**config.mk**
```make
export PLATFORM = sky130hd
export DESIGN_NAME = mult_div_unit
export DESIGN_NICKNAME = d
export VERILOG_FILES = /design/src/rtl/mult_div_unit.sv
export SDC_FILE = /design/constraint.sdc
export NUM_CORES = 1
export LEC_CHECK = 0
export CAP_MARGIN = 20
export CORE_ASPECT_RATIO = 1.1
export CORE_MARGIN = 5
export CORE_UTILIZATION = 40
export CTS_BUF_LIST = sky130_fd_sc_hd__clkbuf_8
export DETAILED_ROUTE_END_ITERATION = 6
export PLACE_DENSITY = 0.6
export SYNTH_ARGS = -nofsm -noshare
export SYNTH_HDL_FRONTEND = slang
export SYNTH_SLANG_ARGS = --single-unit
export TNS_END_PERCENT = 20
```
**constraint.sdc**
```tcl
create_clock -name clk -period 13.1 [get_ports clk]
set_clock_uncertainty 0.2 [all_clocks]
set_input_delay 1.965 -clock clk [delete_from_list [all_inputs] [get_ports clk]]
set_output_delay 1.965 -clock clk [all_outputs]
set_load 0.005 [all_outputs]
```
**src/rtl/mult_div_unit.sv**
```systemverilog
// mult_div_unit: iterative MULT/MULTU/DIV/DIVU engine owning HI/LO; one
// iteration per cycle, sign fix-up in a final cycle.
module mult_div_unit #(
  parameter int WIDTH = 32
) (
  input  logic             clk,
  input  logic             rst_n,
  input  logic             start_i,
  input  logic [1:0]       op_i,
  input  logic [WIDTH-1:0] src_a_i,
  input  logic [WIDTH-1:0] src_b_i,
  input  logic             mthi_i,
  input  logic             mtlo_i,
  output logic             busy_o,
  output logic             done_o,
  output logic [WIDTH-1:0] hi_o,
  output logic [WIDTH-1:0] lo_o
);
  localparam int CW = $clog2(WIDTH) + 1;
  localparam int IW = $clog2(WIDTH);
  typedef enum logic [1:0] {IDLE, CALC, FIX} state_t;
  state_t             r_state, w_next;
  logic [CW-1:0]      r_cnt;
  logic               r_div, r_neg, r_sa, r_done;
  logic [WIDTH-1:0]   r_a, r_b, r_hi, r_lo;
  logic [2*WIDTH-1:0] r_acc;
  logic               w_sa, w_sb, w_last, w_ok, w_dz;
  logic [IW-1:0]      w_bi, w_ai;
  logic [WIDTH:0]     w_sum, w_t;
  logic [WIDTH-1:0]   w_rem, w_q, w_r, w_hi_fix, w_lo_fix;
  logic [2*WIDTH-1:0] w_mul, w_div, w_prod;
  assign w_sa   = ~op_i[0] & src_a_i[WIDTH-1];
  assign w_sb   = ~op_i[0] & src_b_i[WIDTH-1];
  assign w_last = r_cnt == CW'(WIDTH - 1);
  // Operands stay intact for the whole run; bits are picked by counter so the
  // original dividend is still available for the divide-by-zero result.
  assign w_bi   = r_cnt[IW-1:0];
  assign w_ai   = IW'(WIDTH - 1) - r_cnt[IW-1:0];
  assign w_sum  = {1'b0, r_acc[2*WIDTH-1:WIDTH]} + (r_b[w_bi] ? {1'b0, r_a} : '0);
  assign w_mul  = {w_sum, r_acc[WIDTH-1:1]};
  assign w_t    = {r_acc[2*WIDTH-1:WIDTH], r_a[w_ai]};
  assign w_ok   = w_t >= {1'b0, r_b};
  assign w_rem  = w_t[WIDTH-1:0] - r_b;
  assign w_div  = {w_ok ? w_rem : w_t[WIDTH-1:0], r_acc[WIDTH-2:0], w_ok};
  assign w_prod = r_neg ? -r_acc : r_acc;
  assign w_q    = r_neg ? -r_acc[WIDTH-1:0] : r_acc[WIDTH-1:0];
  assign w_r    = r_sa ? -r_acc[2*WIDTH-1:WIDTH] : r_acc[2*WIDTH-1:WIDTH];
  assign w_dz   = r_b == '0;
  assign w_hi_fix = !r_div ? w_prod[2*WIDTH-1:WIDTH] : w_dz ? (r_sa ? -r_a : r_a) : w_r;
  assign w_lo_fix = !r_div ? w_prod[WIDTH-1:0] : w_dz ? '1 : w_q;
  always_ff @(posedge clk) begin
    if (!rst_n) r_state <= IDLE;
    else        r_state <= w_next;
  end
  always_comb begin
    w_next = (r_state == IDLE) ? (start_i ? CALC : IDLE) :
             (r_state == CALC) ? (w_last ? FIX : CALC) : IDLE;
  end
  always_comb begin
    busy_o = r_state != IDLE;
  end
  always_ff @(posedge clk) begin
    if (!rst_n) begin
      r_cnt  <= '0;
      r_div  <= 1'b0;
      r_neg  <= 1'b0;
      r_sa   <= 1'b0;
      r_done <= 1'b0;
      r_a    <= '0;
      r_b    <= '0;
      r_hi   <= '0;
      r_lo   <= '0;
      r_acc  <= '0;
    end else begin
      r_done <= r_state == FIX;
      if (r_state == IDLE && start_i) begin
        r_div <= op_i[1];
        r_neg <= w_sa ^ w_sb;
        r_sa  <= w_sa;
        r_a   <= w_sa ? -src_a_i : src_a_i;
        r_b   <= w_sb ? -src_b_i : src_b_i;
        r_acc <= '0;
        r_cnt <= '0;
      end else if (r_state == IDLE) begin
        if (mthi_i) r_hi <= src_a_i;
        if (mtlo_i) r_lo <= src_a_i;
      end
      if (r_state == CALC) begin
        r_acc <= r_div ? w_div : w_mul;
        r_cnt <= r_cnt + 1'b1;
      end
      if (r_state == FIX) begin
        r_hi <= w_hi_fix;
        r_lo <= w_lo_fix;
      end
    end
  end
  assign done_o = r_done;
  assign hi_o   = r_hi;
  assign lo_o   = r_lo;
endmodule

```
Word level (Yosys, flattened, before mapping)
Cells that the tools add are included.
- add/sub/neg operators: 10
- magnitude comparators: 3
- equality and inequality tests: 4
- multiplexer cells: 33
- bitwise gates (word level): 4
- reduce and logical (&&, ||, !) cells: 10
- operators by type and width (cell ; count):
    2-to-1 mux 32 bit ; 19
    2-to-1 mux 64 bit ; 4
    negation 32 bit ; 5
    negation 64 bit ; 1
    adder 32 x 32 -> 33 bit ; 1
    greater-or-equal comparator 33 x 32 -> 1 bit ; 1
    logical NOT 32 bit ; 1
    subtractor 32 bit ; 1
    less-than comparator 5 x 6 -> 1 bit, second input constant ; 2
    2-to-1 mux 6 bit ; 2
    binary-select mux 1 bit (select 5 bit) ; 2
    nonzero test 2 bit ; 5
    adder 6 x 1 -> 6 bit, second input constant ; 1
    == test 6 x 5 -> 1 bit, second input constant ; 1
    2-to-1 mux 2 bit ; 3
    AND reduction 3 bit ; 2
    subtractor 5 bit, first input constant ; 1
    2-to-1 mux 1 bit ; 3
    AND 1 bit ; 2
    == test 2 x 1 -> 1 bit, second input constant ; 1
    == test 2 bit, second input constant ; 1
    logical NOT 2 bit ; 1
    inequality test 2 bit, second input constant ; 1
    logical AND 1 bit ; 1
    2 further kinds ; 2
- bits in registers: 204
- input port bits: 71
- output and inout bits: 66
- logic and storage cells: 75

Longest topological paths before layout
Gate-level depths: netlist (run 1).
- word-level depth: 7
- mapped depth: 22
- mapped depth without buffers: 20

Least setup slack after synthesis (run 1)
OpenSTA, ideal clock, no wires.
- path type: flip-flop to flip-flop
- from: register r_cnt[0]
- to: register r_acc[58]
- setup time: 87 ps
- arrival time: 4707 ps
- data required time: 12813 ps
- path slack: 8106 ps
- cell stages (with the launch flop): 20
- buffers on the path: 3
- period minus slack after synthesis: 4994 ps
- cells stage by stage: dfxtp_1 > clkbuf_1 > clkbuf_1 > mux2i_1 > o221ai_1 > o22ai_1 > a21oi_1 > a21oi_1 > clkbuf_1 > nor2b_1 > ha_1 > a211oi_1 > nor2_1 > o41ai_1 > nand4_1 > a221o_1 > a221oi_1 > xnor2_1 > nor2_1 > o31ai_1
- word-level cells in the longest chain between the ends: 7
- elaborated cells between the ends (all ways): 12
- classes of those cells: add/sub: 3; order compare: 1; mux: 8
- ends and longest elaborated chain (what ; line ; RTL):
    start, declared ; 23 ; logic [CW-1:0] r_cnt;
    start signal, assigned ; 90 ; r_cnt <= r_cnt + 1'b1;
    subtractor 5 bit ; 38 ; assign w_ai = IW'(WIDTH - 1) - r_cnt[IW-1:0];
    binary-select mux 1 bit (select 5 bit) ; 41 ; assign w_t = {r_acc[2*WIDTH-1:WIDTH], r_a[w_ai]};
    2-to-1 mux 1 bit (implied by the code) ; 41 ;
    subtractor 32 bit or greater-or-equal comparator 33 x 32 -> 1 bit (tied branches) ; 43, 42 ;
    2-to-1 mux 32 bit ; 44 ; assign w_div = {w_ok ? w_rem : w_t[WIDTH-1:0], r_acc[WIDTH-2:0], w_ok};
    2-to-1 mux 64 bit * ; 89 ; r_acc <= r_div ? w_div : w_mul;
    2-to-1 mux 64 bit * ; 88 ; if (r_state == CALC) begin
    end signal, assigned ; 89 ;
    end, declared ; 26 ; logic [2*WIDTH-1:0] r_acc;
Mark *: on every way between the ends. The rest lies on a longest branch, timed or not. The select of a mux whose other input is x is not followed.
A chain may end at the register's enable or synchronous reset.

Worst setup path in the final report (run 1)
- from: register r_cnt[0]
- to: register r_acc[62]
The elaborated chain is that of the path after synthesis.

==> flow_metrics.env, run 1 <==
export IMPL_startpoint_type="register"
export IMPL_vias_per_cell=6.044
export IMPL_yosys_area_share_simple_pct=20.87
export IMPL_critPathMaxFanout=37
export IMPL_nNetsFinal=2437
export IMPL_placement_io_buffers=136
export IMPL_worst_slew_pin_slew_ns=1.187
export IMPL_combPwrFrac_pct=24.9
export IMPL_cap_violations=0
export IMPL_hold_buffers=0
export IMPL_ys_seq_area_share_pct=23.62
export IMPL_cts_root_buf="clkbuf_8"
export IMPL_outcome="finished clean"
export IMPL_p_sw_mw=0.6216
export IMPL_final_common_cell="nand2_1"
export IMPL_peakVddDrop_uv=79.63
export IMPL_synth_compound_area_share_pct=28.34
export IMPL_area_growth_syn_to_layout_pct=13.62
export IMPL_min_path_type="reg -> reg"
export IMPL_io_pins=137
export IMPL_drtIter0Drc=1347
export IMPL_clkTransAtPathRegs_ns=0.06
export IMPL_post_cts_setup_buffer_count=0
export IMPL_gr_usage_met3_pct=3.050
export IMPL_crit_type="reg -> reg"
export IMPL_cts_tree="yes"
export IMPL_tns_ns=0
export IMPL_setup_violations=0
export IMPL_dp_cells=2825
export IMPL_crit_arrival_ns=6.31
export IMPL_powerDensity_nw_per_um2=93.35
export IMPL_synth_flop_cell="dfxtp_1"
export IMPL_syn_nets=2418
export IMPL_max_freq_mhz=165.3
export IMPL_final_layout_size_suffix_gt1_share_pct=5.656
export IMPL_pwr_share_seq_pct=38.5
export IMPL_synth_top_family_by_area="compound AO/OA/AOI/OAI gates"
export IMPL_cts_htree_levels=2
export IMPL_ys_ff_latch=204
export IMPL_final_cell_count_no_fill=2890
export IMPL_use_met1_pct=32.81
export IMPL_ys_warn_count=0
export IMPL_finalHoldViolCount=0
export IMPL_fin_crit_sh_pct=46.18
export IMPL_whs_ns=0.2616
export IMPL_fp_coreArea_um2=43040
export IMPL_drt_total_wl_mm=64.09
export IMPL_sw_frac_of_total_pct=33.89
export IMPL_grt_busiest_layer="met2"
export IMPL_critPathRequiredTime_ns=13.36
export IMPL_grt_max_degree=67
export IMPL_antenna_found_initial=0
export IMPL_syn_area_um2=17290
export IMPL_die_width_um=208.2
export IMPL_internal_power_mw=1.213
export IMPL_initial_core_util_pct=40.18
export IMPL_rows=80
export IMPL_n_antenna_cell=0
export IMPL_r2r_setup_slack_ns=7.05
export IMPL_cp_end_kind="register"
export IMPL_rsz0062_at_grt="no"
export IMPL_syn_inst=2274
export IMPL_synth_cell_type_count=88
export IMPL_route_vias_total=17470
export IMPL_clockBufferDepth=3
export IMPL_drtAntennaViolNets=0
export IMPL_place_hpwl_mm=47.44
export IMPL_wire_per_inst_um=22.17
export IMPL_drtPass1Iterations=5
export IMPL_die_h_um=228.1
export IMPL_drc=0
export IMPL_synthMuxAreaShare_pct=5.897
export IMPL_grt_overflow=0
export IMPL_place_gp_congestion=0.9407
export IMPL_clkPwrFrac_pct=36.6
export IMPL_clock_sinks=204
export IMPL_yosys_area_share_adder_pct=5.369
export IMPL_grt_pass1_vias=17250
export IMPL_ctsResizeCount=0
export IMPL_fin_crit_ns=6.050
export IMPL_finalMaxSlewViolations=0
export IMPL_grt_usage_pct=25.73
export IMPL_p_leak_nw=7.843
export IMPL_grt_pass1_wl_mm=99.33
export IMPL_total_power_mw=1.834
export IMPL_fin_util_pct=45.65
export IMPL_grt_use_met2_pct=43.22
export IMPL_cts_buffers=40
export IMPL_clock_latency_ns=0.61
export IMPL_synth_edff_count=0
export IMPL_synth_xor_area_share_pct=10.28
export IMPL_max_slew_margin_rel_pct=20.56
export IMPL_async_flop_share_pct=0
export IMPL_syn_avg_cell_area_um2=7.605
export IMPL_dieArea_um2=47490
export IMPL_layout_common_cells="nand2_1 (267), o21ai_0 (205), dfxtp_1 (202), clkdlybuf4s50_1 (135), a21oi_1 (130)"
[final timing paths]
kind                    startpoint                      to  cells past startpoint
min           lo_o[0]$_SDFFE_PN0P_    lo_o[0]$_SDFFE_PN0P_                      2
max reg2reg  r_cnt[0]$_SDFFE_PN0P_  r_acc[62]$_SDFFE_PN0P_                     15
min reg2reg   lo_o[0]$_SDFFE_PN0P_    lo_o[0]$_SDFFE_PN0P_                      2
max          r_cnt[0]$_SDFFE_PN0P_  r_acc[62]$_SDFFE_PN0P_                     15
[power groups by stage]
stage | clock network [mW] | logic (mW) | registers, mW
after CTS | 0.687 | 0.454 | 0.705
after floorplan | 0 | 0.313 | 0.688
after detailed placement | 0 | 0.450 | 0.718
after global routing | 0.716 | 0.498 | 0.709
final | 0.671 | 0.457 | 0.707
after global placement | 0 | 0.449 | 0.718
[metrics by stage]
step	instance area (µm²)	setup WS, ns
after floorplan	17290	8.106
after global placement	18850	7.277
after CTS	19650	7.099
after detailed placement	18850	7.150
after global routing	19650	6.603
final	19650	7.050
[critical path, stage by stage, from the launching register on]
cell	delay, ns
dfxtp_1	0.82
buf_4	0.39
mux4_2	0.54
o22ai_1	0.17
a21oi_1	0.07
a21oi_1	0.34
ha_1	0.20
nand3b_1	0.12
a211oi_1	0.13
o2111ai_1	0.36
a311oi_1	0.24
o311ai_1	0.73
nand2_2	0.74
or3_1	0.55
a32oi_1	0.22
nor3_1	0.08
[state kept, by name, summed over array words and instances, names as in the netlist]
signal   count
r_acc       64
r_state      2
done_o       1
r_div        1
r_b         32
r_neg        1
hi_o        32
r_a         32
r_sa         1
r_cnt        6
lo_o        32
[cells in the mapped netlist, types with 46 or more instances]
master	count	area [µm²]
a21oi_1	131	655.6
clkbuf_1	155	581.8
dfxtp_1	204	4084
ha_1	71	888.4
inv_1	68	255.2
mux2i_1	76	760.7
nand2_1	267	1002
nand3_1	65	325.3
nor2_1	117	439.2
nor2b_1	46	287.8
o211a_1	57	570.6
o21ai_0	205	1026
xnor2_1	127	1112
xor2_1	76	665.6
[layer usage]
metal / vias up / wire (µm)
met5: - / 0
met4: 0 / 2994
met3: 144 / 3343
met2: 567 / 30260
met1: 8388 / 27480
li1: 8368 / -
[cell type report]
type / count / area [µm²]
inverters: 70 / 262.8
clock buffers: 48 / 660.6
fillers: 4384 / 23390
flip-flops and latches: 204 / 4089
multi-input cells: 1820 / 12270
clock inverters: 17 / 133.9
repair buffers: 157 / 1516
well taps: 574 / 718.2
[cells by family (layout without fill, tap and decap cells)]
family                     Yosys count  in the layout
and+or+nand+nor                    729            729
AOI/OAI and AO/OA                  727            727
buffers and inverters              250            292
DFF                                204            204
xor gates and xnor gates           203            203
muxes                               88             88
adders and majority gates           73             73
Power figures use the tool's default switching activity.
==> inputs of run 2 (changes only) <==
--- a/config.mk
+++ b/config.mk
@@ -11,7 +11,7 @@
 export CORE_UTILIZATION = 40
 export CTS_BUF_LIST = sky130_fd_sc_hd__clkbuf_8
 export DETAILED_ROUTE_END_ITERATION = 6
-export PLACE_DENSITY = 0.6
+export PLACE_DENSITY = 0.63
 export SYNTH_ARGS = -nofsm -noshare
 export SYNTH_HDL_FRONTEND = slang
 export SYNTH_SLANG_ARGS = --single-unit
==> constraint.sdc (replaced) <==
create_clock -name clk -period 5.3 [get_ports clk]
set_clock_uncertainty 0.2 [all_clocks]
set_input_delay 0.795 -clock clk [delete_from_list [all_inputs] [get_ports clk]]
set_output_delay 0.795 -clock clk [all_outputs]
set_load 0.005 [all_outputs]
==> flow_metrics.env, run 2 (synthesized netlist as in run 1, its figures left out) <==
export IMPL_outcome="finished clean"
export IMPL_wl_met3_mm=4.041
export IMPL_die_width_um=208.2
export IMPL_final_common_cell="nand2_1"
export IMPL_cp_end_kind="register"
export IMPL_max_slew_margin_rel_pct=32.66
export IMPL_route_vias_total=17730
export IMPL_setup_violations=0
export IMPL_io_pins=137
export IMPL_placement_io_buffers=136
export IMPL_dieArea_um2=47490
export IMPL_fin_crit_ns=4.897
export IMPL_r2r_setup_slack_ns=0.40
export IMPL_drtIter0Drc=1317
export IMPL_cts_buffers=39
export IMPL_n_antenna_cell=0
export IMPL_critPathMaxFanout=28
export IMPL_max_freq_mhz=204.2
export IMPL_fin_crit_sh_pct=92.39
export IMPL_crit_arrival_ns=5.15
export IMPL_largest_reg_flops=64
export IMPL_slowest_delay_ns=0.53
export IMPL_grt_pass1_vias=17330
export IMPL_top_register="r_acc"
export IMPL_hold_end="lo_o[18]$_SDFFE_PN0P_"
export IMPL_grt_overflow=0
export IMPL_stdcell_area_um2=19860
export IMPL_drtPass1Iterations=6
export IMPL_dr_max_layer_used="met4"
export IMPL_initial_core_util_pct=40.18
export IMPL_finalMaxSlewViolations=0
export IMPL_fp_coreArea_um2=43040
export IMPL_path_cells="buf_12 > mux4_2 > o22ai_1 > a21oi_1 > a21oi_1 > ha_1 > inv_1 > fa_1 > a21o_1 > a311o_1 > a211oi_1 > o21ai_0 > a211oi_1 > o21bai_1 > a41oi_1 > o2111a_1 > nor3_1"
export IMPL_reg2regPathDepth=17
export IMPL_powerDensity_nw_per_um2=228.6
export IMPL_drtAntennaViolNets=0
export IMPL_grt_usage_pct=25.58
export IMPL_r2r_end="r_acc[62]$_SDFFE_PN0P_"
export IMPL_path_buf_inv=2
export IMPL_worst_slew_pin_slew_ns=1.010
export IMPL_dpl_cell_area_um2=19040
export IMPL_finalHoldViolCount=0
export IMPL_worst_path_max_delay_cell="mux4_2"
export IMPL_rsz0062_at_grt="no"
export IMPL_cts_htree_levels=2
export IMPL_cts_tree="yes"
export IMPL_place_hpwl_mm=47.97
export IMPL_vias_per_cell=6.088
export IMPL_place_gp_congestion=0.9722
export IMPL_final_layout_size_suffix_gt1_share_pct=6.672
export IMPL_holdPathStages=2
export IMPL_wl_met2_mm=29.44
export IMPL_startpoint_type="register"
export IMPL_hp_start="lo_o[18]$_SDFFE_PN0P_"
export IMPL_clkTransAtPathRegs_ns=0.06
export IMPL_layout_common_cells="nand2_1 (267), o21ai_0 (205), dfxtp_1 (200), clkdlybuf4s50_1 (135), a21oi_1 (130)"
export IMPL_critPathRequiredTime_ns=5.55
export IMPL_wire_per_inst_um=21.89
export IMPL_min_path_type="reg -> reg"
export IMPL_grt_max_degree=67
export IMPL_p_leak_nw=7.970
export IMPL_antenna_found_initial=0
export IMPL_dp_cells=2846
export IMPL_grt_pass1_wl_mm=98.98
export IMPL_clock_sinks=204
export IMPL_cap_violations=0
export IMPL_cts_root_buf="clkbuf_8"
export IMPL_tns_ns=0
export IMPL_die_h_um=228.1
export IMPL_rows=80
export IMPL_cp_top_family="compound AO/OA/AOI/OAI gates"
export IMPL_crit_reg2reg_launch="r_cnt[0]$_SDFFE_PN0P_"
export IMPL_peakVddDrop_uv=203.5
export IMPL_area_growth_syn_to_layout_pct=14.82
export IMPL_nNetsFinal=2458
export IMPL_crit_type="reg -> reg"
export IMPL_clockBufferDepth=3
export IMPL_drc=0
export IMPL_drt_total_wl_mm=63.74
export IMPL_final_cell_count_no_fill=2912
export IMPL_wl_met1_mm=27.07
export IMPL_clock_latency_ns=0.62
run 2: what timing repair did:
item / 4_1_cts / 5_1_grt
resized for setup: 0 / 4
setup endpoints to repair: 0 / 20
setup buffers: 0 / 0
hold buffers: 0 / 0
run 2: cell type report:
| type | instances | area [µm²] |
|---|---|---|
| timing repair buffer | 179 | 1714 |
| tap | 574 | 718.2 |
| clock inverter | 17 | 132.6 |
| fill | 4393 | 23190 |
| inverter | 70 | 262.8 |
| multi-input combinational | 1820 | 12280 |
| sequential | 204 | 4091 |
| clock buffer | 48 | 660.6 |
run 2: per-layer routing:
layer  vias up  GRT usage, %
li1       8410             -
met1      8407         32.90
met2       731         42.57
met3       179         3.394
met4         0         11.91
met5         -             0
run 2: metrics by stage:
stage                     hold slack [ns]  worst slack (ns)  total power [mW]  utilization, %
after floorplan                    0.2503            0.3061             2.473               -
after global placement             0.2516            0.1427             2.899           44.23
after detailed placement           0.2458            0.1595             2.897           44.23
after CTS                          0.2597            0.1250             4.558           46.07
after global routing               0.2779           0.03316             4.743           46.13
final                              0.2593            0.4031             4.538           46.13
run 2: where the power goes:
part,switching (mW),internal (mW),leakage (nW)
sequential,0.113,1.61,1.67
clock,0.736,0.911,0.451
combinational,0.676,0.491,5.85
run 2: worst max path at each step:
stage / slack, ns / depth (start not counted) / startpoint / endpoint
finish: 0.40 / 17 / r_cnt[0]$_SDFFE_PN0P_ / r_acc[62]$_SDFFE_PN0P_
global route: 0.03 / 20 / r_cnt[0]$_SDFFE_PN0P_ / r_acc[58]$_SDFFE_PN0P_
CTS: 0.12 / 21 / r_cnt[2]$_SDFFE_PN0P_ / r_acc[59]$_SDFFE_PN0P_
detailed placement: 0.16 / 21 / r_cnt[2]$_SDFFE_PN0P_ / r_acc[59]$_SDFFE_PN0P_
global placement: 0.14 / 21 / r_cnt[2]$_SDFFE_PN0P_ / r_acc[59]$_SDFFE_PN0P_
floorplan: 0.31 / 19 / r_cnt[0]$_SDFFE_PN0P_ / r_acc[58]$_SDFFE_PN0P_
run 2: tightest hold or removal path, cell delays in order (launching register included):
cell and delay, ns:
dfxtp_1 0.31, nand3_1 0.06, nand2_1 0.04
